===== src/rtl/ram_block_mover.sv =====
// rtl/ram_block_mover.sv - command-driven block copy / pattern fill initiator for a dual-port RAM
module ram_block_mover #(
  parameter int ADDR_WIDTH = 8,
  parameter int DATA_WIDTH = 64
) (
  input  logic                    clk_i,
  input  logic                    rst_ni,
  input  logic                    cmd_valid_i,
  output logic                    cmd_ready_o,
  input  logic                    cmd_fill_i,
  input  logic [ADDR_WIDTH-1:0]   cmd_src_i,
  input  logic [ADDR_WIDTH-1:0]   cmd_dst_i,
  input  logic [ADDR_WIDTH:0]     cmd_len_i,
  input  logic [DATA_WIDTH-1:0]   cmd_pattern_i,
  output logic                    busy_o,
  output logic                    done_o,
  output logic                    en_a_o,
  output logic [ADDR_WIDTH-1:0]   addr_a_o,
  output logic [DATA_WIDTH-1:0]   wdata_a_o,
  output logic                    we_a_o,
  output logic [DATA_WIDTH/8-1:0] be_a_o,
  input  logic [DATA_WIDTH-1:0]   rdata_a_i,
  output logic                    en_b_o,
  output logic [ADDR_WIDTH-1:0]   addr_b_o,
  output logic [DATA_WIDTH-1:0]   wdata_b_o,
  output logic                    we_b_o,
  output logic [DATA_WIDTH/8-1:0] be_b_o,
  input  logic [DATA_WIDTH-1:0]   rdata_b_i
);

  localparam int BE_WIDTH = DATA_WIDTH / 8;
  localparam logic [ADDR_WIDTH:0]   CNT_ONE  = (ADDR_WIDTH+1)'(1);
  localparam logic [ADDR_WIDTH-1:0] ADDR_ONE = ADDR_WIDTH'(1);

  typedef enum logic [1:0] {
    IDLE  = 2'd0,
    COPY  = 2'd1,
    DRAIN = 2'd2,
    FILL  = 2'd3
  } state_t;

  state_t                  state_q, state_d;
  logic [ADDR_WIDTH-1:0]   rd_addr_q;
  logic [ADDR_WIDTH-1:0]   wr_addr_q;
  logic [ADDR_WIDTH:0]     cnt_q;
  logic                    desc_q;
  logic                    wr_pend_q;
  logic                    done_q;
  logic [DATA_WIDTH-1:0]   pattern_q;

  logic                    accept;
  logic                    len_zero;
  logic                    dir_desc;
  logic [ADDR_WIDTH-1:0]   addr_diff;
  logic [ADDR_WIDTH-1:0]   len_low;
  logic [ADDR_WIDTH-1:0]   src_start;
  logic [ADDR_WIDTH-1:0]   dst_start;
  logic [ADDR_WIDTH-1:0]   rd_addr_next;
  logic [ADDR_WIDTH-1:0]   wr_addr_next;

  // Port B read data is never consumed; fold it into a sink so it is visibly unused.
  logic unused_rdata_b;
  assign unused_rdata_b = ^rdata_b_i;

  assign accept   = cmd_valid_i && (state_q == IDLE);
  assign len_zero = (cmd_len_i == '0);

  // Pick copy direction and start addresses so a read never hits a word already overwritten.
  always_comb begin
    addr_diff = cmd_dst_i - cmd_src_i;
    len_low   = cmd_len_i[ADDR_WIDTH-1:0];
    dir_desc  = (cmd_dst_i != cmd_src_i) && ({1'b0, addr_diff} < cmd_len_i);
    src_start = cmd_src_i;
    dst_start = cmd_dst_i;
    if (dir_desc && !cmd_fill_i) begin
      src_start = cmd_src_i + len_low - ADDR_ONE;
      dst_start = cmd_dst_i + len_low - ADDR_ONE;
    end
  end

  // Address stepping follows the latched direction; fills always ascend (desc_q cleared).
  always_comb begin
    rd_addr_next = desc_q ? (rd_addr_q - ADDR_ONE) : (rd_addr_q + ADDR_ONE);
    wr_addr_next = desc_q ? (wr_addr_q - ADDR_ONE) : (wr_addr_q + ADDR_ONE);
  end

  // State register.
  always_ff @(posedge clk_i or negedge rst_ni) begin
    if (!rst_ni) begin
      state_q <= IDLE;
    end else begin
      state_q <= state_d;
    end
  end

  // Next state and RAM-port controls; outputs depend only on registered state.
  always_comb begin
    state_d     = state_q;
    cmd_ready_o = 1'b0;
    busy_o      = 1'b1;
    en_a_o      = 1'b0;
    case (state_q)
      IDLE: begin
        cmd_ready_o = 1'b1;
        busy_o      = 1'b0;
        if (accept && !len_zero) begin
          state_d = cmd_fill_i ? FILL : COPY;
        end
      end
      COPY: begin
        en_a_o = 1'b1;
        if (cnt_q == CNT_ONE) begin
          state_d = DRAIN;
        end
      end
      DRAIN: begin
        state_d = IDLE;
      end
      FILL: begin
        if (cnt_q == CNT_ONE) begin
          state_d = IDLE;
        end
      end
      default: begin
        state_d = IDLE;
      end
    endcase
    en_b_o = (state_q == FILL) || wr_pend_q;
  end

  // Command latch, address/count walkers, one-cycle write pipeline and done pulse.
  always_ff @(posedge clk_i or negedge rst_ni) begin
    if (!rst_ni) begin
      rd_addr_q <= '0;
      wr_addr_q <= '0;
      cnt_q     <= '0;
      desc_q    <= 1'b0;
      wr_pend_q <= 1'b0;
      done_q    <= 1'b0;
      pattern_q <= '0;
    end else begin
      wr_pend_q <= (state_q == COPY);
      done_q    <= (accept && len_zero) ||
                   (state_q == DRAIN) ||
                   ((state_q == FILL) && (cnt_q == CNT_ONE));
      if (accept) begin
        rd_addr_q <= src_start;
        wr_addr_q <= dst_start;
        cnt_q     <= cmd_len_i;
        desc_q    <= dir_desc && !cmd_fill_i;
        pattern_q <= cmd_pattern_i;
      end else begin
        if (state_q == COPY) begin
          rd_addr_q <= rd_addr_next;
          cnt_q     <= cnt_q - CNT_ONE;
        end
        if (state_q == FILL) begin
          cnt_q <= cnt_q - CNT_ONE;
        end
        if (en_b_o) begin
          wr_addr_q <= wr_addr_next;
        end
      end
    end
  end

  assign done_o    = done_q;

  // Port A is read-only; port B is full-word write-only.
  assign addr_a_o  = en_a_o ? rd_addr_q : '0;
  assign wdata_a_o = '0;
  assign we_a_o    = 1'b0;
  assign be_a_o    = '0;

  assign addr_b_o  = en_b_o ? wr_addr_q : '0;
  assign wdata_b_o = !en_b_o ? '0 : ((state_q == FILL) ? pattern_q : rdata_a_i);
  assign we_b_o    = en_b_o;
  assign be_b_o    = en_b_o ? {BE_WIDTH{1'b1}} : '0;

endmodule


===== config.mk =====
export PLATFORM = sky130hd
export DESIGN_NAME = ram_block_mover
export DESIGN_NICKNAME = d
export VERILOG_FILES = /design/src/rtl/ram_block_mover.sv
export SDC_FILE = /design/constraint.sdc
export NUM_CORES = 1
export LEC_CHECK = 0
export ABC_AREA = 1
export ABC_CLOCK_PERIOD_IN_PS = 5710
export BUFFER_PORTS_ARGS = -buffer_cell sky130_fd_sc_hd__buf_2
export CAP_MARGIN = 20
export CORE_AREA = 2 2 151 153
export CTS_CLUSTER_DIAMETER = 80
export DETAILED_ROUTE_END_ITERATION = 6
export DIE_AREA = 0 0 153 155
export GPL_TIMING_DRIVEN = 0
export SYNTH_ARGS = -nofsm -noshare
export SYNTH_HDL_FRONTEND = slang
export SYNTH_SLANG_ARGS = --single-unit
export TNS_END_PERCENT = 30

===== constraint.sdc =====
create_clock -name clk_i -period 5.71 [get_ports clk_i]
set_input_delay 1.142 -clock clk_i [delete_from_list [all_inputs] [get_ports clk_i]]
set_output_delay 1.142 -clock clk_i [all_outputs]
set_load 0.005 [all_outputs]

### Yosys cells after proc, flatten, opt, wreduce, memory -nomap -nowiden

Index checks and enable logic that the tools add are counted.

* add/sub/neg operators: 10
* $lt $le $gt $ge: 1
* eq/ne operators: 8
* muxes and demuxes: 24
* reduce and logical (&&, ||, !) cells: 17

Operator list (count)
* 64-bit two-way mux: 2
* 8-bit two-way mux: 11
* 8-bit by 1-bit subtractor with 8-bit output (second input constant): 4
* 9-bit two-way mux: 3
* 8-bit by 1-bit adder with 8-bit output (second input constant): 2
* 8-bit adder: 2
* 9-bit by 1-bit == test with 1-bit output (second input constant): 1
* 9-bit zero test: 1
* 8-bit by 9-bit < comparator with 1-bit output: 1
* 9-bit by 1-bit subtractor with 9-bit output (second input constant): 1
* 2-bit two-way mux: 4
* 8-bit inequality test: 1
* 2-bit one-hot mux with 4 select lines: 1
* 8-bit subtractor: 1
* 1-bit logical AND: 6
* 2-bit == test (second input constant): 2
* 2-bit inequality test (second input constant): 2
* 2-bit nonzero test: 2
* 1-bit logical OR: 3
* 1-bit two-way mux: 3
* 3-bit AND reduction: 1
* 3-bit nonzero test: 1
* 2-bit by 1-bit == test with 1-bit output (second input constant): 1
* 1-bit zero test: 2
* 2 further kinds: 2

* bits in registers: 94
* input port bits: 221

### Longest topological paths before layout

* depth in word-level cells: 6
* mapped depth: 23
* mapped depth without buffers: 23

### Least setup slack after synthesis

No wires, ideal clock.

* kind: input to register
* from: input cmd_dst_i[0]
* to: register wr_addr_q[6]
* data arrival time: 3487 ps
* data required time: 5592 ps
* slack: 2106 ps
* stages: 23
* cell sequence: inv_1 ha_1 inv_1 fa_1 nand3_1 nand2_1 nand2_1 nand2_1 a21oi_1 xor2_1 ha_1 nand2_1 nand2_1 nand2_1 nand2_1 inv_1 nand3_1 nor2_4 nand3_2 inv_2 nand2_1 nand3b_1 nand2_1

* cells in the longest elaborated chain, start to end: 6

Ends and longest elaborated chain
* from (decl): RTL line 12 `input logic [ADDR_WIDTH-1:0] cmd_dst_i,`
* 8-bit subtractor: RTL line 70 `addr_diff = cmd_dst_i - cmd_src_i;`
* 8-bit by 9-bit < comparator with 1-bit output: RTL line 72 `dir_desc = (cmd_dst_i != cmd_src_i) && ({1'b0, addr_diff} < cmd_len_i);`
* 1-bit logical AND: RTL line 72
* 1-bit logical AND: RTL line 75 `if (dir_desc && !cmd_fill_i) begin`
* 8-bit two-way mux (*): RTL line 75
* 8-bit two-way mux (*): RTL line 146 `if (accept) begin`
* to (signal assigned): RTL line 148 `wr_addr_q <= dst_start;`
* to (signal assigned): RTL line 161 `wr_addr_q <= wr_addr_next;`
* to (decl): RTL line 44 `logic [ADDR_WIDTH-1:0] wr_addr_q;`

Every way passes the cells marked *; elsewhere a longest branch is shown, timed or not.
A chain may end at the register's enable or synchronous reset.

### Worst setup path in the final report

Ends and elaborated chain as after synthesis.

==> out/results.ini <==
[run_status]
outcome=completed

[sta]
rsz0062_at_grt=false
timing.fmax_mhz=247
worst_pin_slew_ns=0.838
slew_violations=0
setup_violations=0
period_share_pct=70.9
fin_crit_ns=4.05
hold_viol_final=0
setup_tns_ns=0
slew_headroom_pct=44.1
clock_skew_ns=0.00482
fin_ws_ns=1.66

[detailed_routing]
via_per_inst=4.51
antenna_left=0
routed_wl_mm=23.6
drtIter0Drc=434
routedWlPerCell_um=13.3
dr.pass1.iters=5
drc=0
via_count=7984

[logic_synthesis]
synthArstFlopShare_pct=100
syn_inst=1147
synth_edf_count=0
ys_ff_latch=94
ys_seq_area_share_pct=30.1
synth_area_um2=7800
avgSynthCellArea_um2=6.80
synth_warnings=0
ys.flop_type=dfrtp_1
synth_cell_types=38

[clock_tree]
cts.repair.resized=0
cts_setup_buffers=0
clkSinkCount=94
cts_hold_buf=0
cts_tree=done
insertion_delay_ns=0.35
root_buffer=clkbuf_16
path_clk_slew_ns=0.07
cts_made_buffers=9
clockBufferDepth=2
htreeDepth=3

[grt]
grt.busiest_layer=met2
antenna_found_initial=2
grtUsageMet2_pct=34.0
grt_pass1_wl_mm=37.5
grtUsageTotal_pct=19.5
grt_pass1_vias=7415
grt_use_met3_pct=2.98
met1_usage_pct=25.4
grt_start_max_net_pins=60
grt_overflow=0

[floorplan]
die-width_um=153
rows=55
initial_core_util_pct=35.1
ios=388
die_area_um2=23700
floorplan.core_area_um2=22200
die_h_um=155

[placement]
port_buffers=250
pre_cts_ws_ns=1.32
gp_congestion=0.864
hpwl_mm=18.9

[pwr]
p_switching_w=0.000457
power_leakage_nw=6.12
swShare_pct=28.3
p_clk_share_pct=39.5
seqPwrFrac_pct=41.3
intPower_w=0.00116
p_comb_share_pct=19.2
power.density_nw_per_um2=161
ir_drop_mv=0.127

[setup_path]
critPathLaunchType=input pin
rrSetupSlack_ns=3.48
cp_max_fo=9
worstSetupPathType=input pin to register
end_kind=register
cp.arrival_ns=4.29
cp_data_required_time_ns=5.95

[min_path]
holdCritPathClass=register to register

[layout]
mostFrequentLayoutCells=nand2_1 (447), buf_2 (259), inv_1 (128), nand3_1 (112), dfrtp_1 (94)
diodes=0
drive_above_1_share_pct=26.4
nNetsFinal=1761
area_delta_synth_final_pct=28.4
layout_commonest_cell=nand2_1

[run]
drv_cap=0

## cell usage after synthesis (3+ instances only)
cell | number | share of area [%]
nand2_1 | 447 | 22
inv_1 | 128 | 6.2
nand3_1 | 112 | 7.2
dfrtp_1 | 94 | 30
buf_4 | 84 | 8.1
ha_1 | 54 | 8.7
nor2_1 | 37 | 1.8
a21oi_1 | 30 | 1.9
clkbuf_1 | 16 | 0.77
nand4_1 | 13 | 1.0
o21ai_0 | 13 | 0.83
inv_2 | 11 | 0.53
xnor2_1 | 11 | 1.2
xor2_1 | 11 | 1.2
buf_2 | 10 | 0.64
o21ai_1 | 10 | 0.64
buf_6 | 8 | 1.2
nand3b_1 | 8 | 0.77
buf_1 | 6 | 0.29
nor2_4 | 6 | 0.87
fa_1 | 5 | 1.3
o221ai_1 | 5 | 0.56
a31oi_1 | 4 | 0.32
a22oi_1 | 3 | 0.29
nor3_1 | 3 | 0.19
o21bai_1 | 3 | 0.29
## layout make-up
| type | count | area (um^2) |
|---|---|---|
| Inverter | 140 | 528 |
| Buffer | 124 | 853 |
| Clock buffer | 9 | 225 |
| Clock inverter | 7 | 82.6 |
| Timing Repair Buffer | 251 | 1280 |
| Multi-Input combinational cell | 861 | 4340 |
| Tap cell | 285 | 357 |
| Sequential cell | 94 | 2350 |
| Fill cell | 2377 | 12200 |
## registers in the layout, indices dropped and copies added, names as in the netlist
name	cells
wr_pend_q	1
rd_addr_q	8
wr_addr_q	8
pattern_q	64
state_q	2
done_o	1
cnt_q	9
desc_q	1
## per-stage QoR
step	instance area, um^2	util [%]	cells	hold slack, ns	total power, W
floorplan	8070	-	1219	0.449	0.000874
global placement	9680	43.6	1754	0.462	0.000980
detailed placement	9710	43.7	1755	0.465	0.000986
CTS	10000	45.1	1771	0.485	0.00163
global route	10000	45.1	1771	0.494	0.00170
finish	10000	45.1	1771	0.479	0.00161
## kinds of logic after synthesis
family	Yosys count	share of synthesized area, %
buf+inv	264	17.7
other cells	1	0.0481
fa+ha+maj	59	9.94
compound gates	75	5.50
xor+xnor	22	2.47
simple gates	632	34.2
flops	94	30.1
## power groups by stage
stage               registers (W)  clock network (W)  logic (W)
floorplan                0.000678                  0   0.000196
global placement         0.000678                  0   0.000301
global route             0.000665           0.000682   0.000354
CTS                      0.000665           0.000654   0.000309
finish                   0.000665           0.000637   0.000310
detailed placement       0.000678                  0   0.000308
## critical path, cell delays in order
cell and delay (ns):
buf_2 0.12, inv_1 0.13, ha_1 0.20, inv_1 0.06, fa_1 0.40, nand3_1 0.12
nand2_1 0.07, nand2_1 0.07, nand2_1 0.05, a21oi_1 0.15, xor2_1 0.19, ha_1 0.26
nand2_1 0.06, nand2_1 0.05, nand2_1 0.06, nand2_1 0.06, inv_1 0.06, nand3_1 0.12
nor2_4 0.30, nand3_2 0.22, inv_2 0.19, nand2_1 0.06, nand3b_1 0.09, nand2_1 0.05
## per-layer routing
| metal | part of all wire, % | vias to the layer above |
|---|---|---|
| li1 | - | 4106 |
| met4 | 1.5 | 0 |
| met1 | 44 | 3592 |
| met2 | 49 | 261 |
| met3 | 6.0 | 25 |
| met5 | 0 | - |
## path summary, 6_finish.rpt
path                                           startpoint                         to  depth (start not counted)
worst max-delay path                         cmd_dst_i[0]   wr_addr_q[6]$_DFFE_PN0P_                         24
worst min-delay path            pattern_q[55]$_DFFE_PN0P_  pattern_q[55]$_DFFE_PN0P_                          2
worst max register to register         desc_q$_DFFE_PN0P_   wr_addr_q[4]$_DFFE_PN0P_                          9
worst min register to register  pattern_q[55]$_DFFE_PN0P_  pattern_q[55]$_DFFE_PN0P_                          2
max in group asynchronous                          rst_ni   wr_addr_q[3]$_DFFE_PN0P_                          2
min in group asynchronous                          rst_ni  pattern_q[16]$_DFFE_PN0P_                          1
(Power assumes the default switching activity.)
